==> config.mk <==
export PLATFORM = sky130hd
export DESIGN_NAME = commit_trace_buf
export DESIGN_NICKNAME = d
export VERILOG_FILES = /design/src/rtl/commit_trace_buf.sv
export SDC_FILE = /design/constraint.sdc
export NUM_CORES = 2
export LEC_CHECK = 0
export ABC_AREA = 1
export CAP_MARGIN = 20
export CORE_MARGIN = 2
export CORE_UTILIZATION = 56
export CTS_CLUSTER_DIAMETER = 60
export DETAILED_ROUTE_END_ITERATION = 8
export HOLD_SLACK_MARGIN = 0.1
export PLACE_DENSITY = 0.77
export RECOVER_POWER = 25
export SLEW_MARGIN = 20
export SYNTH_ARGS = -nofsm -noshare
export SYNTH_HDL_FRONTEND = slang
export SYNTH_SLANG_ARGS = --single-unit
export TNS_END_PERCENT = 1
==> constraint.sdc <==
create_clock -name clk -period 2.3 [get_ports clk]
set_input_delay 0.345 -clock clk [delete_from_list [all_inputs] [get_ports clk]]
set_output_delay 0.345 -clock clk [all_outputs]
set_load 0.005 [all_outputs]
==> src/rtl/commit_trace_buf.sv <==
// Retirement trace buffer: captures retired-instruction records into a FIFO,
// drains them on a valid/ready stream, and tracks instret and overflow drops.
module commit_trace_buf #(
  parameter int unsigned DEPTH = 16,
  parameter int unsigned AW    = 4
) (
  input  logic        clk,
  input  logic        rst_n,
  input  logic        ret_valid,
  input  logic [31:0] ret_pc,
  input  logic [31:0] ret_instr,
  input  logic [4:0]  ret_rd,
  input  logic        ret_wen,
  input  logic [31:0] ret_wdata,
  input  logic        flush,
  output logic        out_valid,
  input  logic        out_ready,
  output logic [31:0] out_pc,
  output logic [31:0] out_instr,
  output logic [31:0] out_wdata,
  output logic [4:0]  out_rd,
  output logic        out_wen,
  output logic        full,
  output logic        overflow,
  output logic [15:0] drop_cnt,
  output logic [31:0] instret
);

  typedef struct packed {
    logic [31:0] pc;
    logic [31:0] instr;
    logic [4:0]  rd;
    logic        wen;
    logic [31:0] wdata;
  } entry_t;

  localparam logic [AW:0] DEPTH_CNT = (AW+1)'(DEPTH);

  entry_t        mem [DEPTH];
  entry_t        new_entry;
  entry_t        head;
  logic [AW-1:0] wp;
  logic [AW-1:0] rp;
  logic [AW:0]   count;

  logic push_try;
  logic pop;
  logic push_ok;
  logic drop;

  always_comb begin
    new_entry       = '0;
    new_entry.pc    = ret_pc;
    new_entry.instr = ret_instr;
    new_entry.rd    = ret_rd;
    // Writes to x0 are architecturally void; the trace reports them as no-write.
    new_entry.wen   = ret_wen & (ret_rd != 5'd0);
    new_entry.wdata = ret_wdata;
  end

  assign out_valid = (count != '0);
  assign full      = (count == DEPTH_CNT);

  assign push_try = ret_valid & ~flush;
  assign pop      = out_valid & out_ready & ~flush;
  // A full FIFO still accepts when the head leaves in the same cycle.
  assign push_ok  = push_try & (~full | pop);
  assign drop     = push_try & ~push_ok;

  assign head      = mem[rp];
  assign out_pc    = head.pc;
  assign out_instr = head.instr;
  assign out_rd    = head.rd;
  assign out_wen   = head.wen;
  assign out_wdata = head.wdata;

  always_ff @(posedge clk or negedge rst_n) begin
    if (!rst_n) begin
      for (int unsigned i = 0; i < DEPTH; i++) begin
        mem[AW'(i)] <= '0;
      end
    end else if (push_ok) begin
      mem[wp] <= new_entry;
    end
  end

  always_ff @(posedge clk or negedge rst_n) begin
    if (!rst_n) begin
      wp    <= '0;
      rp    <= '0;
      count <= '0;
    end else if (flush) begin
      wp    <= '0;
      rp    <= '0;
      count <= '0;
    end else begin
      if (push_ok) wp <= wp + 1'b1;
      if (pop)     rp <= rp + 1'b1;
      if (push_ok && !pop)      count <= count + 1'b1;
      else if (pop && !push_ok) count <= count - 1'b1;
    end
  end

  always_ff @(posedge clk or negedge rst_n) begin
    if (!rst_n) begin
      overflow <= 1'b0;
    end else if (flush) begin
      overflow <= 1'b0;
    end else if (drop) begin
      overflow <= 1'b1;
    end
  end

  always_ff @(posedge clk or negedge rst_n) begin
    if (!rst_n) begin
      drop_cnt <= '0;
    end else if (drop && (drop_cnt != '1)) begin
      drop_cnt <= drop_cnt + 1'b1;
    end
  end

  // Every retirement counts, including ones presented during flush.
  always_ff @(posedge clk or negedge rst_n) begin
    if (!rst_n) begin
      instret <= '0;
    end else if (ret_valid) begin
      instret <= instret + 1'b1;
    end
  end

endmodule

==> impl_metrics.toml <==
[status]
status = "finished, violations left"
violations = "max-capacitance violations, max-slew violations, negative setup slack"

[cells_and_area]
multi_input_area_mm2 = 0.0290
seq_area_mm2 = 0.0424
drive_gt1_frac = 0.105
fin_nets = 9477
synthToLayoutAreaGrowth_pct = 20.4
fill_cells = 10200

[yosys]
synth.area.top_cells = "dfrtp_1 56%, nand2_1 13%, o21ai_0 10%"
synth_edf_count = 0
ys_ff_latch = 1694
synth-seq-area-share = 0.558
ys.flop_type = "dfrtp_1"
yosysWarnings = 0
synthDistinctLibCells = 34
syn_area_mm2 = 0.0759
synth.net_count = 9186
netlist.area_leader.share = 0.558
synthesis.instances = 9067
synth_area_leader_cell = "dfrtp_1"
async_reset_ff_frac = 1.00
synth_area_per_cell_um2 = 8.37

[placed_design]
portBuffers = 259
dp_hpwl_um = 146000
gp_congestion = 0.903
place_ws_ns = -0.273

[global_route]
overflow = 0
grt_usage = 0.342
grt_pass1_wl_um = 374000
antenna_found_initial = 5
grt_max_degree = 101
grt_pass1_vias = 67700

[power_and_ir_drop]
vdd_drop_max_mv = 0.633
leakage_nw = 41.6
power_w = 0.0928
powerDensity_mw_per_mm2 = 1020

[clock_tree]
cts_buffer_depth = 3
insertion_delay_ns = 0.81
cts_inserted_buffers = 177
tritoncts = "done"
cts.sinks = 1694
clockRootBuffer = "clkbuf_16"
cts-htree-levels = 4
clkTransAtPathRegs_ns = 0.06

[timing]
fin_skew_ns = 0.0186
relSlewSlack = -0.207
tightestPinTransition_ns = 1.81
fin_crit_sh = 1.51
whs_ns = 0.304
final_max_slew_viol_count = 36
finalHoldViolations = 0
fin_setup_tns_ns = -130.67
fin_crit_ns = 3.46
max_freq_mhz = 289
setup_slack_ns = -1.16
setup_violations = 552
rsz0062_at_grt = "yes"

[setup_path]
critPathSlowestCell = "dfrtp_4"
max_stage_delay_ns = 0.56
worst_ep_arrival_time_ns = 3.12
critPathKind = "flip-flop to output pin"
worstPathMaxFanout = 35
cp-start-kind = "flip-flop"
path_cells = "buf_8 -> buf_12 -> buf_16 -> o21ai_0 -> o211ai_1 -> nand4_1 -> nand2_2 -> clkdlybuf4s50_1"
cp-end-kind = "output pin"
cp.required_ns = 1.96

[hold_path]
hold_class = "primary input to flip-flop"

[routing]
postRouteAntennaNets = 0
route.detailed.drc = 0
via_count = 68500
post_drt_via_cell_ratio = 6.08
drt-total-wl_um = 237000
dr.first_iter.drc_count = 8718
dr.pass1.iters = 8
wl_per_cell_um = 21.0

[die]
die_h_um = 372
num_rows = 135
die_w_um = 372
start_util = 0.563
core_area_mm2 = 0.135
dieArea_mm2 = 0.139
io_pins = 260

[job]
maxCapViolCount = 1
## through the flow
| stage | instances | area, um^2 | util |
|---|---|---|---|
| 6_report | 11300 | 91400 | 0.677 |
| 5_1_grt | 11300 | 91400 | 0.677 |
| 4_1_cts | 11300 | 91300 | 0.676 |
| 3_5_place_dp | 10900 | 84800 | 0.628 |
| 3_3_place_gp | 10900 | 84800 | 0.628 |
| 2_1_floorplan | 9067 | 75900 | - |
## critical path: cells and delay by family (launching register included)
kind,cells,cell delay (ns)
AND/OR/NAND/NOR,2,0.29
buffers and inverters,4,1.12
AO/OA/AOI/OAI,2,0.33
flip-flops,1,0.56
## metal layers
layer | track usage | part of all wire | up-vias
met5 | 0 | 0.00017 | -
met4 | 0.170 | 0.051 | 6
met3 | 0.0713 | 0.10 | 794
met2 | 0.528 | 0.45 | 3896
met1 | 0.460 | 0.39 | 33100
li1 | - | - | 30700
## what timing repair did
action                     in CTS  in global routing
buffers inserted                2                  1
hold endpoints to repair     1475                  0
gates cloned                   12                  4
setup endpoints to repair     104                179
resized for setup              64                129
pin swaps                      11                 24
hold buffers                    2                  0
## flip-flops by register name, indices dropped and copies added, names as in the netlist
| register | cells |
|---|---|
| mem | 1632 |
| rp | 4 |
| overflow | 1 |
| wp | 4 |
| count | 5 |
| drop_cnt | 16 |
| instret | 32 |
## path summary, 6_finish.rpt
kind / start / end / slack [ns] / cells after the start
max: rp[0]$_DFFE_PN0P_ / out_wdata[28] / -1.16 / 8
min: ret_rd[2] / mem[443]$_DFFE_PN0P_ / 0.30 / 3
max reg2reg: count[1]$_DFFE_PN0P_ / mem[869]$_DFFE_PN0P_ / 0.16 / 10
min reg2reg: mem[1336]$_DFFE_PN0P_ / mem[1336]$_DFFE_PN0P_ / 0.48 / 2
max in group asynchronous: rst_n / mem[805]$_DFFE_PN0P_ / -0.23 / 5
min in group asynchronous: rst_n / mem[306]$_DFFE_PN0P_ / 0.62 / 2
## cell type report
type / instances / area share
antenna: 2 / 0.0000548
clock buffer: 251 / 0.0560
clock inverter: 60 / 0.00821
inverter: 262 / 0.0112
multi-input combinational: 6337 / 0.318
sequential: 1694 / 0.464
tap: 1781 / 0.0244
timing repair buffer: 885 / 0.118
timing repair inverter: 1 / 0.000123
## Yosys cell counts, types with 63 or more instances
cell,n
nand2_1,2546
dfrtp_1,1694
o21ai_0,1585
o21ai_1,638
nor2_1,612
clkbuf_1,428
nand3_1,269
inv_1,255
a21oi_1,249
buf_2,240
nand4_1,140
o211ai_1,133
o22ai_1,72
buf_6,63
## layout by cell type (no fill, tap or decap), drive strengths merged
cell              n
ha               11
buf             593
bufbuf            9
nand2          2547
dlymetal6s2s     13
nor4              1
inv             277
o22ai            72
nor3b             1
and2              1
nor3             11
nand3           287
clkinvlp          5
xnor2             8
and3              2
fa                1
clkbuf          287
nor2            614
diode             2
clkdlybuf4s50   227
a21oi           249
nand3b            7
nand4           140
clkinv           29
o21ai          2225
o21bai            1
dlygate4sd2       5
xor2             26
dfrtp          1694
dlygate4sd3       2
bufinv           12
o211ai          133
## report_power, final
group	switching (W)	internal (W)	total, W
registers	0.00264	0.0342	0.0368
clock network	0.0121	0.0169	0.0290
logic	0.0153	0.0116	0.0270
## cell families after synthesis
logic type | share of synthesized area
adders and majority gates | 0.00208
and+or+nand+nor | 0.191
DFF | 0.558
buffers and inverters | 0.0624
AOI/OAI and AO/OA | 0.182
xor gates and xnor gates | 0.00392
Power figures use the tool's default switching activity.
